--- src/rtl/reaction_sequencer.sv ---
// reaction_sequencer: master controller for a two-player reaction-time tester.
//
// It walks an 8-state sequence, published on machine_state for Random and the display:
//   IDLE -> WAIT -> CLR_CNT1 -> START -> STORAGE -> (CLR_CNT2 -> WAIT ...) -> AVERAGE -> COMPARE
// Each round works as follows:
//   - Latch a clamped random pre-light delay.
//   - Flag early presses as fouls.
//   - Light led_go and time each player's first press in ms.
//   - Accumulate ROUNDS results per player.
// After the last round it averages the results and declares the winner.
//
// Ports:
//   clk, rstn (sync, active-high)       clock / reset
//   tick_1ms                            1 ms strobe, counted only in WAIT and START
//   start_btn                           start pulse, honoured in IDLE and COMPARE
//   btn_a, btn_b                        player press levels
//   rand_num[13:0]                      random delay source
//   machine_state[2:0]                  current state
//   led_go                              react-now light
//   cnt_ms[13:0]                        live reaction counter
//   time_a/b[13:0], foul_a/b            last-round result per player
//   round_idx[2:0]                      completed rounds
//   avg_a/b[13:0], result_valid, winner, tie   end-of-game result (winner: 1 = A)
module reaction_sequencer #(
  parameter int ROUNDS      = 4,
  parameter int MIN_WAIT_MS = 1000,
  parameter int MAX_WAIT_MS = 5000,
  parameter int TIMEOUT_MS  = 2000,
  parameter int MAX_TIME    = 9999
) (
  input  logic        clk,
  input  logic        rstn,
  input  logic        tick_1ms,
  input  logic        start_btn,
  input  logic        btn_a,
  input  logic        btn_b,
  input  logic [13:0] rand_num,
  output logic [2:0]  machine_state,
  output logic        led_go,
  output logic [13:0] cnt_ms,
  output logic [13:0] time_a,
  output logic [13:0] time_b,
  output logic        foul_a,
  output logic        foul_b,
  output logic [2:0]  round_idx,
  output logic [13:0] avg_a,
  output logic [13:0] avg_b,
  output logic        result_valid,
  output logic        winner,
  output logic        tie
);
  localparam int          LG       = $clog2(ROUNDS);
  localparam int          SW       = 14 + LG;
  localparam logic [13:0] MIN_W    = 14'(MIN_WAIT_MS);
  localparam logic [13:0] MAX_W    = 14'(MAX_WAIT_MS);
  localparam logic [13:0] TOUT     = 14'(TIMEOUT_MS);
  localparam logic [13:0] MAX_T    = 14'(MAX_TIME);
  localparam logic [3:0]  ROUNDS_N = 4'(ROUNDS);

  typedef enum logic [2:0] {
    IDLE = 3'd0, WAIT = 3'd1, CLR_CNT1 = 3'd2, START = 3'd3,
    STORAGE = 3'd4, CLR_CNT2 = 3'd5, AVERAGE = 3'd6, COMPARE = 3'd7
  } state_t;

  state_t        state;
  logic [13:0]   target, dcnt;
  logic          cap_a, cap_b;
  logic [SW-1:0] sum_a, sum_b;

  logic [13:0] rand_clamped, dcnt_inc, cnt_inc, avg_a_n, avg_b_n;
  logic        press_a, press_b, done_a, done_b, leave_start;
  logic [3:0]  round_nxt;

  always_comb begin
    rand_clamped = rand_num;
    if (rand_num < MIN_W)      rand_clamped = MIN_W;
    else if (rand_num > MAX_W) rand_clamped = MAX_W;
  end

  assign dcnt_inc = dcnt + 14'd1;
  assign cnt_inc  = (cnt_ms >= MAX_T) ? MAX_T : cnt_ms + 14'd1;

  // A press counts only once per round and never for a fouled player.
  assign press_a = btn_a && !cap_a && !foul_a;
  assign press_b = btn_b && !cap_b && !foul_b;
  // A same-cycle press already counts as done, so START exits on the capture edge.
  assign done_a      = cap_a || foul_a || btn_a;
  assign done_b      = cap_b || foul_b || btn_b;
  assign leave_start = (done_a && done_b) || (cnt_ms == TOUT);

  // The count is one bit wider so that ROUNDS = 8 is detected.
  // round_idx itself then wraps to 0.
  assign round_nxt = {1'b0, round_idx} + 4'd1;
  assign avg_a_n   = 14'(sum_a >> LG);
  assign avg_b_n   = 14'(sum_b >> LG);

  assign machine_state = state;

  always_ff @(posedge clk) begin
    if (rstn) begin
      state        <= IDLE;
      target       <= '0;
      dcnt         <= '0;
      cap_a        <= 1'b0;
      cap_b        <= 1'b0;
      sum_a        <= '0;
      sum_b        <= '0;
      led_go       <= 1'b0;
      cnt_ms       <= '0;
      time_a       <= '0;
      time_b       <= '0;
      foul_a       <= 1'b0;
      foul_b       <= 1'b0;
      round_idx    <= '0;
      avg_a        <= '0;
      avg_b        <= '0;
      result_valid <= 1'b0;
      winner       <= 1'b0;
      tie          <= 1'b0;
    end else begin
      case (state)
        IDLE: if (start_btn) begin
          state        <= WAIT;
          sum_a        <= '0;
          sum_b        <= '0;
          round_idx    <= '0;
          avg_a        <= '0;
          avg_b        <= '0;
          result_valid <= 1'b0;
          winner       <= 1'b0;
          tie          <= 1'b0;
          foul_a       <= 1'b0;  // fouls belong to a round, never carried into a new game
          foul_b       <= 1'b0;
          target       <= rand_clamped;
          dcnt         <= '0;
        end
        WAIT: begin
          led_go <= 1'b0;
          if (btn_a) foul_a <= 1'b1;
          if (btn_b) foul_b <= 1'b1;
          if (tick_1ms) begin
            dcnt <= dcnt_inc;
            if (dcnt_inc == target) state <= CLR_CNT1;
          end
        end
        CLR_CNT1: begin
          cnt_ms <= '0;
          cap_a  <= 1'b0;
          cap_b  <= 1'b0;
          led_go <= 1'b1;
          state  <= START;
        end
        START: begin
          if (tick_1ms) cnt_ms <= cnt_inc;
          // Capture the pre-increment count.
          if (press_a) begin time_a <= cnt_ms; cap_a <= 1'b1; end
          if (press_b) begin time_b <= cnt_ms; cap_b <= 1'b1; end
          if (leave_start) begin
            state  <= STORAGE;
            led_go <= 1'b0;
            if (!press_a && !cap_a) time_a <= MAX_T;
            if (!press_b && !cap_b) time_b <= MAX_T;
          end
        end
        STORAGE: begin
          sum_a     <= sum_a + SW'(time_a);
          sum_b     <= sum_b + SW'(time_b);
          round_idx <= round_nxt[2:0];
          state     <= (round_nxt == ROUNDS_N) ? AVERAGE : CLR_CNT2;
        end
        CLR_CNT2: begin
          led_go <= 1'b0;
          cnt_ms <= '0;
          foul_a <= 1'b0;
          foul_b <= 1'b0;
          target <= rand_clamped;
          dcnt   <= '0;
          state  <= WAIT;
        end
        AVERAGE: begin
          // Decide on the truncated averages so the result matches what is displayed.
          avg_a        <= avg_a_n;
          avg_b        <= avg_b_n;
          result_valid <= 1'b1;
          winner       <= (avg_a_n < avg_b_n);
          tie          <= (avg_a_n == avg_b_n);
          state        <= COMPARE;
        end
        COMPARE: if (start_btn) state <= IDLE;
        default: state <= IDLE;
      endcase
    end
  end
endmodule

--- config.mk ---
export PLATFORM = sky130hd
export DESIGN_NAME = reaction_sequencer
export DESIGN_NICKNAME = d
export VERILOG_FILES = /design/src/rtl/reaction_sequencer.sv
export SDC_FILE = /design/constraint.sdc
export NUM_CORES = 1
export LEC_CHECK = 0
export ABC_CLOCK_PERIOD_IN_PS = 3000
export BUFFER_PORTS_ARGS = -buffer_cell sky130_fd_sc_hd__buf_2
export CAP_MARGIN = 20
export CORE_ASPECT_RATIO = 0.5
export CORE_MARGIN = 2
export CORE_UTILIZATION = 30
export DETAILED_ROUTE_END_ITERATION = 8
export GPL_TIMING_DRIVEN = 0
export HOLD_SLACK_MARGIN = 0.1
export MAX_ROUTING_LAYER = met4
export PLACE_DENSITY_LB_ADDON = 0.12
export SLEW_MARGIN = 20
export SYNTH_ARGS = -nofsm -noshare
export SYNTH_HDL_FRONTEND = slang
export SYNTH_SLANG_ARGS = --single-unit
--- constraint.sdc ---
create_clock -name clk -period 3 [get_ports clk]
set_input_delay 0.3 -clock clk [delete_from_list [all_inputs] [get_ports clk]]
set_output_delay 0.3 -clock clk [all_outputs]
set_load 0.05 [all_outputs]
==> metrics.md <==
| Metric | Value |
|---|---|
| Sw frac | `24.41%` |
| DR WL/cell | `about 18 um` |
| Peak Freq | `~360 MHz` |
| Ys flop type | `dfxtp_1` |
| Gate power share | `between 6 and 7%` |
| Remaining DRCs | `0` |
| Yosys top cell area share | `36.62%` |
| Arr. time, crit path | `roughly 3.1 ns` |
| Row cnt | `just over 40` |
| HP Start | `rand_num[10]` |
| Final worst-path cycle share | `92.89%` |
| Fin crit period | `2.787 ns` |
| Chip Width | `233.1 um` |
| Cell variety after synth | `~70` |
| Worst reg2reg path depth | `8` |
| Top-count cell post-synth | `dfxtp_1` |
| Synth Instances | `~980` |
| RSZ-0062 raised after global routing | `no` |
| Fill cells | `approximately 2,700` |
| Post-Layout Inst Area | `9493 sq um` |
| Placed cell area | `8808 sq um` |
| First-pass detailed-route iteration total | `5` |
| Levels on crit path | `8` |
| Depth of the CTS H-tree | `4` |
| Grt ovf | `0` |
| YS warnings | `0` |
| Max-Cap Viols | `0` |
| P_int | `0.003509 W` |
| Post-synth EDFFs | `0` |
| Cells along the critical path | `ha_1, fa_1, a21oi_1, o21ai_0, a21o_1, a2111oi_1, o21ai_0, a21o_1` |
| Relative slew slack | `a little over two fifths` |
| Mean area per synthesized cell | `about 8 sq um` |
| Sequential share of the synthesized area | `between 30 and 40%` |
| Port bufs | `approximately 100` |
| Final Max Slew Viols | `0` |
| Initial antenna violation count | `1` |
| Root buffer cell | `clkbuf_16` |
| Final Hold Vio Count | `0` |
| Clock share of power | `51.9%` |
| Vias in the first global route | `7,200` |
| P&R area growth vs syn | `20.58%` |
| Crit-path max cell delay | `0.62 ns` |
| LEAKAGE | `between 3 and 4 nW` |
| Synth area leaders | `dfxtp_1 37%, ha_1 7.5%, nand2_1 6.1%` |
| Largest net degree at the start of global routing | `17` |
| Critical path class | `register to register` |
| Placeable Area | `around 25,000 sq um` |
| Top-level I/O count | `~100` |
| Kind of start point of the critical path | `register` |
| Layout Nets | `1,176` |
| Final WL | `26,640 um` |
| TritonCTS Buffers | `17` |
| Initial core utilization | `30.88%` |
| Antenna-violating nets left | `0` |
| Initial detailed-routing violation count | `between 500 and 600` |
| #FFs+latches synth | `roughly 140` |
| Setup TNS | `0 ns` |
| Crit path buffers/inverters | `0` |
| Final Skew | `slightly below 0.009 ns` |
| Final setup fails | `0` |
| CP max FO | `3` |
| Net Count, Synth | `1,053` |
| First-pass GRT wire length | `between 40,000 and 50,000 um` |
| Reg-to-Reg Start | `time_b[0]` |
| Vias | `just under 8,000` |
| Worst Hold Path Cells | `3` |
| Peak supply drop | `379.0 uV` |
| Die Span Y | `~120 um` |
| CTS tree | `built` |
| Sink Count | `144` |
| Post-Syn Area | `7873 sq um` |
| Sw Pwr | `roughly 0.0011 W` |
| Die area | `27,630 sq um` |
| Ys async rst share | `0%` |
| Critical Path End Type | `register` |
| PD cells | `between 400 and 500 nW/um^2` |
| Via density | `about 5.3` |
| Commonest cells post-synth | `144 x dfxtp_1, 127 x nand2_1, 100 x nor2_1` |
| Worst-Margin Slew | `~0.86 ns` |
| Class of the worst hold path | `input pin to register` |
| Sequential power share | `around two fifths` |
| Cell taking the most area after synthesis | `dfxtp_1` |
| Deepest clock path buffer count | `2` |
| Setup Buffers After CTS | `0` |
| GRT Util Overall | `around a fifth` |
| Worst Hold End | `target[10]` |
| Crit-path leading delay family | `compound AO/OA/AOI/OAI gates` |
| Reg2reg end | `sum_b[14]` |
| Status | `complete, no violations` |
| Clk Latency, worst-skew pair | `about 0.45 ns` |
| Critical-path top delay cell | `a2111oi_1` |
| FF-to-FF setup slack | `between 0.2 and 0.25 ns` |
| Layout cells sized above 1 | `~15%` |
| DP Wirelength | `slightly above 20,000 um` |
| Critical Path RT | `roughly 3.3 ns` |
| Final RePlAce weighted congestion | `0.8755` |
| Clock slew at reported path FFs | `0.07 ns` |
-- flip-flops by register name (all words and copies together) (netlist names), 3 cells and up --
register       flops
target            14
time_a            14
cnt_ms            14
sum_a             16
avg_b             14
round_idx          3
dcnt              14
sum_b             16
time_b            14
avg_a             14
machine_state      3
-- per-layer routing --
layer	global-route usage [%]	wire length, um	part of all wire, %
met1	27.08	12860	48
met2	30.17	11930	45
met3	4.440	1390	5.2
met4	6.250	468	1.8
met5	-	0	0
-- cell families (layout without fill, tap and decap cells) --
kind of cell / Yosys count / in the layout / synth area share (%)
xor gates and xnor gates: 42 / 42 / 4.673
and+or+nand+nor: 377 / 377 / 23.43
DFF: 144 / 144 / 36.62
muxes: 1 / 1 / 0.1272
other: 0 / 1 / 0
buffers and inverters: 76 / 212 / 3.846
adders and majority gates: 49 / 49 / 7.978
AOI/OAI and AO/OA: 295 / 295 / 23.33
-- tightest hold or removal path, cell delays in order --
cell and delay [ns]:
buf_2 0.11, a22oi_1 0.06, nor2_1 0.07
-- power groups by stage --
stage,Combinational [W],Sequential [W],Clock (W)
floorplan,0.000165,0.00199,0
global placement,0.000282,0.00199,0
detailed placement,0.000284,0.00199,0
CTS,0.000288,0.00195,0.00246
global route,0.000316,0.00195,0.00255
finish,0.000290,0.00195,0.00241
-- placed cells by master, fill, tap and decap left out, drive strengths merged, types with 32 or more instances in the layout --
| master | count |
|---|---|
| clkbuf | 52 |
| dfxtp | 144 |
| buf | 115 |
| nor2 | 102 |
| a22oi | 48 |
| ha | 47 |
| a21oi | 88 |
| o21ai | 64 |
| inv | 32 |
| nand2 | 128 |
-- per-stage QoR --
stage / worst slack (ns) / cells / total power, W / hold slack, ns / util (%)
2_1_floorplan: 0.3974 / 984 / 0.002159 / 0.4414 / -
3_3_place_gp: 0.2540 / 1429 / 0.002271 / 0.4787 / 34.55
3_5_place_dp: 0.2013 / 1429 / 0.002273 / 0.4754 / 34.55
4_1_cts: 0.1337 / 1464 / 0.004692 / 0.1078 / 37.22
5_1_grt: 0.03625 / 1465 / 0.004812 / 0.1372 / 37.23
6_report: 0.2133 / 1465 / 0.004643 / 0.1278 / 37.23
-- how the worst max path moves through the flow --
stage	startpoint	to	slack [ns]
after floorplan	time_b[0]	sum_b[14]	0.40
after global placement	time_b[0]	sum_b[14]	0.25
after detailed placement	time_b[0]	sum_b[14]	0.20
after CTS	time_b[0]	sum_b[14]	0.13
after global routing	time_a[0]	sum_a[12]	0.04
final	time_b[0]	sum_b[14]	0.21
-- what timing repair did --
item | CTS | global route
gates resized for setup | 0 | 1
hold buffers | 3 | 0
endpoints found under the setup margin | 0 | 1
hold endpoints to repair | 3 | 0
-- cell type report --
class | count | area, sq um | share of cell area [%]
timing repair buffer | 104 | 535.5 | 5.641
inverter | 29 | 108.9 | 1.147
sequential | 144 | 2883 | 30.37
antenna | 1 | 2.502 | 0.02636
buffer | 47 | 193.9 | 2.043
clock inverter | 13 | 207.7 | 2.188
clock buffer | 19 | 442.9 | 4.666
multi-input combinational | 764 | 4688 | 49.39
tap | 344 | 430.4 | 4.534
(Power assumes the default switching activity.)
